[config.mk]
export PLATFORM = sky130hd
export DESIGN_NAME = sdram_arbiter
export DESIGN_NICKNAME = d
export VERILOG_FILES = /design/src/rtl/sdram_arbiter.sv
export SDC_FILE = /design/constraint.sdc
export NUM_CORES = 1
export LEC_CHECK = 0
export BUFFER_PORTS_ARGS = -buffer_cell sky130_fd_sc_hd__buf_2
export CAP_MARGIN = 5
export CORE_ASPECT_RATIO = 0.5
export CORE_UTILIZATION = 25
export CTS_CLUSTER_DIAMETER = 60
export DETAILED_ROUTE_END_ITERATION = 6
export GPL_ROUTABILITY_DRIVEN = 0
export GPL_TIMING_DRIVEN = 1
export SLEW_MARGIN = 15
export SYNTH_ARGS = -nofsm -noshare
export SYNTH_HDL_FRONTEND = slang
export SYNTH_SLANG_ARGS = --single-unit
[constraint.sdc]
create_clock -name clk -period 2.35 [get_ports clk]
set_input_delay 0.1175 -clock clk [delete_from_list [all_inputs] [get_ports clk]]
set_output_delay 0.1175 -clock clk [all_outputs]
set_load 0.03 [all_outputs]
[src/rtl/sdram_arbiter.sv]
// sdram_arbiter: shares one edge-triggered SDRAM controller port between
// NPORTS level req/ack requesters, producing clean rd/we rising edges and
// returning read data with a one-cycle ack to the winning port.
module sdram_arbiter #(
  parameter int NPORTS       = 3,
  parameter int FIXED_PRIO   = 0,
  parameter int GUARD_CYCLES = 2
) (
  input  logic                 clk,
  input  logic                 reset,
  input  logic [NPORTS-1:0]    req,
  input  logic [NPORTS-1:0]    wr,
  input  logic [NPORTS*25-1:0] addr,
  input  logic [NPORTS*8-1:0]  wdata,
  output logic [NPORTS-1:0]    ack,
  output logic [7:0]           rdata,
  output logic [1:0]           grant,
  output logic                 busy,
  output logic [24:0]          mem_addr,
  output logic [7:0]           mem_din,
  output logic                 mem_we,
  output logic                 mem_rd,
  input  logic [7:0]           mem_dout,
  input  logic                 mem_ready
);

  localparam int CW = $clog2(GUARD_CYCLES + 1);

  typedef enum logic [2:0] {S_IDLE, S_ISSUE, S_GUARD, S_WAIT, S_DONE} state_t;

  state_t            state, state_nxt;
  logic [1:0]        rr_ptr, rr_ptr_nxt;
  logic [1:0]        grant_nxt;
  logic              busy_nxt;
  logic [24:0]       mem_addr_nxt;
  logic [7:0]        mem_din_nxt;
  logic              mem_we_nxt, mem_rd_nxt;
  logic [7:0]        rdata_nxt;
  logic [NPORTS-1:0] ack_nxt;
  logic              wr_q, wr_q_nxt;
  logic [CW-1:0]     cnt, cnt_nxt;
  logic [1:0]        start_ptr;
  logic              win_found;
  logic [1:0]        win_idx;

  // First requesting port at or after ptr, wrapping; returns {found, index}.
  // Scanning from the far end lets the nearest hit overwrite the others.
  function automatic logic [2:0] pick(input logic [NPORTS-1:0] r, input logic [1:0] ptr);
    logic       found;
    logic [1:0] idx;
    int         j;
    found = 1'b0;
    idx   = 2'd0;
    for (int k = NPORTS - 1; k >= 0; k--) begin
      j = int'(ptr) + k;
      if (j >= NPORTS) j = j - NPORTS;
      if (r[j]) begin
        found = 1'b1;
        idx   = 2'(j);
      end
    end
    return {found, idx};
  endfunction

  // Next-state and next-output decode; every output is registered below.
  always_comb begin
    state_nxt    = state;
    rr_ptr_nxt   = rr_ptr;
    grant_nxt    = grant;
    busy_nxt     = busy;
    mem_addr_nxt = mem_addr;
    mem_din_nxt  = mem_din;
    mem_we_nxt   = mem_we;
    mem_rd_nxt   = mem_rd;
    rdata_nxt    = rdata;
    ack_nxt      = '0;
    wr_q_nxt     = wr_q;
    cnt_nxt      = cnt;
    start_ptr    = (FIXED_PRIO != 0) ? 2'd0 : rr_ptr;
    {win_found, win_idx} = pick(req, start_ptr);

    case (state)
      S_IDLE: begin
        // Hold off while the controller is not ready (e.g. still initialising).
        if (mem_ready && win_found) begin
          grant_nxt    = win_idx;
          mem_addr_nxt = addr[25*int'(win_idx) +: 25];
          mem_din_nxt  = wdata[8*int'(win_idx) +: 8];
          wr_q_nxt     = wr[win_idx];
          busy_nxt     = 1'b1;
          state_nxt    = S_ISSUE;
        end
      end
      S_ISSUE: begin
        mem_rd_nxt = ~wr_q;
        mem_we_nxt = wr_q;
        cnt_nxt    = CW'(GUARD_CYCLES);
        state_nxt  = S_GUARD;
      end
      S_GUARD: begin
        // Controller drops ready one edge after seeing the strobe; ignore the stale ready.
        cnt_nxt = cnt - CW'(1);
        if (cnt == CW'(1)) state_nxt = S_WAIT;
      end
      S_WAIT: begin
        // A same-word read hit never drops ready, so this sample may come right away.
        if (mem_ready) begin
          mem_rd_nxt = 1'b0;
          mem_we_nxt = 1'b0;
          ack_nxt    = NPORTS'(1) << grant;
          if (!wr_q) rdata_nxt = mem_dout;
          state_nxt  = S_DONE;
        end
      end
      S_DONE: begin
        busy_nxt = 1'b0;
        if (FIXED_PRIO == 0)
          rr_ptr_nxt = (int'(grant) >= NPORTS - 1) ? 2'd0 : grant + 2'd1;
        state_nxt = S_IDLE;
      end
      default: state_nxt = S_IDLE;
    endcase
  end

  // State and output registers; reset drops strobes immediately with no ack.
  always_ff @(posedge clk or posedge reset) begin
    if (reset) begin
      state    <= S_IDLE;
      rr_ptr   <= 2'd0;
      grant    <= 2'd0;
      busy     <= 1'b0;
      mem_addr <= '0;
      mem_din  <= '0;
      mem_we   <= 1'b0;
      mem_rd   <= 1'b0;
      rdata    <= '0;
      ack      <= '0;
      wr_q     <= 1'b0;
      cnt      <= '0;
    end else begin
      state    <= state_nxt;
      rr_ptr   <= rr_ptr_nxt;
      grant    <= grant_nxt;
      busy     <= busy_nxt;
      mem_addr <= mem_addr_nxt;
      mem_din  <= mem_din_nxt;
      mem_we   <= mem_we_nxt;
      mem_rd   <= mem_rd_nxt;
      rdata    <= rdata_nxt;
      ack      <= ack_nxt;
      wr_q     <= wr_q_nxt;
      cnt      <= cnt_nxt;
    end
  end

endmodule

==> results of run 1 <==
[cells in the final DEF (no fill, tap or decap), drive strengths merged, types with 2 or more instances in the layout]
cell	n
a211oi	34
o211ai	3
o22a	2
nand2	44
bufinv	2
nand3b	2
buf	188
a22o	35
a221oi	2
mux2i	2
nor2b	4
inv	7
nor2	40
nor3	3
clkinv	2
mux2	43
a21o	2
clkbuf	12
ha	5
nand3	2
and3	2
nand2b	10
o31ai	36
dfrtp	57
o21ai	4
a21oi	4
[per-stage QoR]
stage,std cells,TNS (ns),power [mW]
2_1_floorplan,383,0,5.26
3_3_place_gp,735,0,6.61
3_5_place_dp,735,0,6.68
4_1_cts,752,0,8.18
5_1_grt,754,-0.0161,8.76
6_report,754,0,8.20
[layer usage]
metal,vias to the layer above,GRT usage [%],share of wire [%]
li1,1765,-,-
met1,1804,18.4,45
met2,57,24.0,51
met3,15,2.90,3.1
met4,0,3.85,1.6
met5,-,0,0
[critical path, delay by kind of cell (launching register included)]
family / cells / cell delay (ns)
muxes: 1 / 0.30
DFF: 1 / 0.37
AOI/OAI and AO/OA: 4 / 0.89
buffers and inverters: 2 / 0.26
adders and majority gates: 1 / 0.33
[sequential cells by signal, summed over array words and instances, names as in the netlist]
| name | cells |
|---|---|
| mem_din | 8 |
| mem_addr | 25 |
| mem_rd | 1 |
| busy | 1 |
| cnt | 2 |
| wr_q | 1 |
| mem_we | 1 |
| grant | 2 |
| state | 3 |
| rr_ptr | 2 |
| rdata | 8 |
| ack | 3 |
[cells by family after synthesis]
group	after synthesis	synth area share, %
mux	45	15.7
flops	57	36.3
simple gates	108	11.8
compound gates	128	29.3
fa+ha+maj	5	1.59
buf+inv	40	5.23
[final cells by class]
class / count / area (um^2)
Sequential cell: 57 / 1430
Clock inverter: 5 / 77.6
Timing Repair Buffer: 190 / 1170
Inverter: 7 / 26.3
Tap cell: 198 / 248
Clock buffer: 11 / 253
Multi-Input combinational cell: 286 / 2350
Fill cell: 1541 / 9340
[power by group]
part / internal [mW] / switching (mW)
registers: 1.42 / 0.278
clock network: 0.981 / 0.473
logic: 2.28 / 2.77
[worst paths after layout]
path                                     end  cells past startpoint
worst max-delay path            mem_addr[13]                      8
worst min-delay path                rdata[7]                      2
worst max register to register  mem_addr[13]                      8
worst min register to register  mem_addr[20]                      2
max in group asynchronous           grant[1]                      4
min in group asynchronous       mem_addr[10]                      3
[timing repair]
action | CTS | global route
setup buffers | 0 | 1
resized for setup | 0 | 5
setup endpoints to repair | 0 | 34
hold buffers | 1 | 0
endpoints found under the hold margin | 23 | 0
==> reports/metrics.cfg, run 1 <==
[place]
dp_hpwl_mm = 8.47
port_buffers = 164
place_area_um2 = 5160
place_worst_setup_slack_ns = 0.0372

[synthesis]
synthTopCellsByCount = dfrtp_1 (57), nand2_1 (44), nor2_1 (40)
synth_ff_type = dfrtp_1
syn-num-nets = 504
yosysMostFrequentCell = dfrtp_1
postSynthCellCount = 383
synth_top_area_cell = dfrtp_1
async_reset_ff_share_pct = 100
avgSynthCellArea_um2 = 10.3
synth-edff-count = 0
synth.top_cells.by_area = dfrtp_1 (36%), mux2_4 (11%), a211oi_2 (9.6%)
synth_top_cell_area_share_pct = 36.3
ys_warn_count = 0
syn_area_um2 = 3930
ys_seq_elements = 57
ys_types = 37
ys_seq_area_share_pct = 36.3

[hold_path]
hp-class = input pin to register
min_from = mem_dout[7]

[sta]
tightest_slew_ns = 0.589
slew_violations = 0
max_slew_margin_pct = 60.7
timing.final.ws_setup_ns = 0.0742
hold_violations = 0
setup_viol = 0
whs_ns = 0.0228
fin_crit_sh_pct = 96.8
fin_skew_ns = 0.00935
fmax_ghz = 0.439
min_period_ns = 2.28

[floorplanning]
die-height_um = 90.6
die_w_um = 179
io_pins = 165
num_rows = 31
die_area_um2 = 16200
start_util_pct = 26.4
core_um2 = 14900

[routing]
drt.antenna.violating_nets = 0
routed_wl_mm = 11.6
vias_per_cell = 4.83
dr.pass1.iters = 6
drcViolationCount = 9
drtIter0Drc = 218
num_vias = 3641
wl_per_cell_um = 15.4

[cts]
htreeDepth = 3
numCtsBuffers = 9
insertion_delay_ns = 0.33
clkSinkCount = 57
cts_root_buf = clkbuf_16
clockBufferDepth = 2
cts_tree = yes
cts.reportedPaths.clkPinSlew_ns = 0.05

[critical_path]
crit_arrival_ns = 2.48
reg2reg_from = rr_ptr[0]
startpoint = rr_ptr[0]
critPathKind = register to register
cpMaxStageDelayCell = o311a_4
crit_chain = inv_1 -> ha_1 -> a21o_1 -> o311a_4 -> clkbuf_16 -> mux2_4 -> a211oi_2 -> o31ai_1
critPathMaxStageDelay_ns = 0.40
required_ns = 2.56
crit_path_end_kind = register
r2r_slack_ns = 0.07
worstPathMaxFanout = 10
startpoint_type = register

[run]
drv_cap = 0

[global_routing]
track_usage_pct = 14.2
grt_pass1_wl_mm = 18.3
grt_overflow = 0
first_global_vias = 3568
grt_antenna_before_repair = 0
grt_max_degree = 36

[final_layout]
drive_gt1_share_pct = 52.0
fin_area_um2 = 5560
area_growth_pct = 41.5
postLayoutCoreUtil_pct = 37.3
final_nets = 672
antenna_cells = 0

[run_status]
outcome = complete, but fails checks
violations = design-rule violations

[power_and_ir_drop]
power_density_nw_per_um2 = 1480
p_leak_nw = 2.71
ir_drop_uv = 466

Power figures use the tool's default switching activity.
==> inputs of run 2 (changes only) <==
--- a/config.mk
+++ b/config.mk
@@ -8,6 +8,7 @@
 export BUFFER_PORTS_ARGS = -buffer_cell sky130_fd_sc_hd__buf_2
 export CAP_MARGIN = 5
 export CORE_ASPECT_RATIO = 0.5
+export CORE_MARGIN = 5
 export CORE_UTILIZATION = 25
 export CTS_CLUSTER_DIAMETER = 60
 export DETAILED_ROUTE_END_ITERATION = 6
==> reports/metrics.cfg, run 2 (synthesis results as in run 1) <==
[sta]
fin_crit_sh_pct = 96.4
slew_violations = 0
min_period_ns = 2.27
fin_skew_ns = 0.00478
setup_viol = 0
max_slew_margin_pct = 57.4
tns_ns = 0
hold_violations = 0
tightest_slew_ns = 0.638
fmax_ghz = 0.441

[global_routing]
grt.busiest_layer = met2
track_usage_pct = 13.4
grt_pass1_wl_mm = 19.8
met1_usage_pct = 16.1
grt_antenna_before_repair = 0
grt_overflow = 0
met2_usage_pct = 23.8
first_global_vias = 3688
gr-usage-met3_pct = 3.29
grt_max_degree = 49

[final_layout]
nFillCells = 1523
seq_area_um2 = 1430
largest_reg_flops = 25
layout_common_cells = buf_2 (164), dfrtp_1 (57), nand2_1 (44)
final_common_cell = buf_2
fin_area_um2 = 5730
multi_input_area_um2 = 2380
top_register = mem_addr
reg_top3 = mem_addr x25, mem_din x8, rdata x8
final_nets = 676
drive_gt1_share_pct = 53.2
area_growth_pct = 45.9
antenna_cells = 0

[floorplanning]
num_rows = 32
die_area_um2 = 18500
core_um2 = 15400
die-height_um = 98.6
start_util_pct = 25.5
io_pins = 165
die_w_um = 187

[critical_path]
cpMaxStageDelayCell = dfrtp_1
crit_arrival_ns = 2.47
crit_chain = inv_2 -> ha_4 -> buf_4 -> nand3b_1 -> o311a_4 -> buf_12 -> mux2_2 -> a211oi_1 -> o31ai_1
critPathKind = register to register
worstPathMaxFanout = 12
required_ns = 2.56
critPathMaxStageDelay_ns = 0.41
crit_path_end_kind = register
startpoint_type = register

[routing]
wl_per_cell_um = 17.9
drtIter0Drc = 121
vias_per_cell = 4.84
routed_wl_mm = 13.7
drt.antenna.violating_nets = 0
num_vias = 3701
drcViolationCount = 0
dr.pass1.iters = 4

[cts]
cts_tree = yes
numCtsBuffers = 9
clkSinkCount = 57
cts_root_buf = clkbuf_16
insertion_delay_ns = 0.33
htreeDepth = 3
cts.reportedPaths.clkPinSlew_ns = 0.05
clockBufferDepth = 2

[power_and_ir_drop]
p_leak_nw = 2.78
ir_drop_uv = 600
power_density_nw_per_um2 = 1540

[place]
dp_hpwl_mm = 9.41
place_area_um2 = 5120
port_buffers = 164

[hold_path]
hp-class = input pin to register

[run]
drv_cap = 0

[run_status]
outcome = completed

[run 2: cell types whose count changed in the layout (fill, tap and decap cells not counted), sizes merged]
cell and delta:
bufinv +2, clkinv -1, clkinvlp -1, clkbuf +4
[run 2: worst max-delay path: cells and delay by family (launching register included)]
kind,cells,cell delay (ns)
buffers and inverters,3,0.43
adders and majority gates,1,0.20
DFF,1,0.41
and+or+nand+nor,1,0.13
muxes,1,0.34
AOI/OAI and AO/OA,3,0.62
[run 2: timing repair]
item | CTS | global route
hold endpoints to repair | 26 | 0
buffers inserted | 1 | 3
gates cloned | 0 | 5
pin swaps | 0 | 5
hold buffers | 1 | 0
gates resized for setup | 0 | 13
endpoints found under the setup margin | 7 | 37
[run 2: area by class of cell]
| type | instances | share of cell area (%) |
|---|---|---|
| multi-input cells | 286 | 41.5 |
| inverters | 7 | 0.459 |
| clock inverters | 5 | 2.18 |
| flip-flops and latches | 57 | 24.9 |
| repair buffers | 194 | 22.1 |
| clock buffers | 11 | 4.41 |
| well taps | 204 | 4.46 |
[run 2: worst paths after layout]
kind	to	slack [ns]	from	depth (start not counted)
max	mem_addr[21]	0.08	rr_ptr[0]	9
min reg2reg	busy	0.47	busy	2
min in group asynchronous	mem_addr[22]	0.45	reset	3
min	rdata[7]	0.02	mem_dout[7]	2
max reg2reg	mem_addr[21]	0.08	rr_ptr[0]	9
max in group asynchronous	mem_addr[8]	1.21	reset	4
[run 2: report_power, final]
group,switching [mW],internal (mW),total [mW],leakage (nW)
clock,0.481,1.20,1.68,0.186
combinational,2.99,2.46,5.44,1.89
sequential,0.301,1.42,1.72,0.712
total,3.77,5.07,8.84,2.78
[run 2: routing by layer]
metal  up-vias  part of all wire (%)
met4         0                   2.1
li1       1774                     -
met5         -                     0
met2        96                    51
met3        18                   3.7
met1      1813                    43
[run 2: metrics by stage]
stage	util, %	instances	worst slack, ns	hold slack, ns	power (mW)
2_1_floorplan	-	383	0.0769	0.269	5.26
3_3_place_gp	33.2	738	0.0172	0.241	6.61
3_5_place_dp	33.2	738	-0.0179	0.250	6.69
4_1_cts	35.8	756	0.0152	0.00763	8.41
5_1_grt	37.2	764	-0.00410	0.0179	9.36
6_report	37.2	764	0.0840	0.0193	8.84
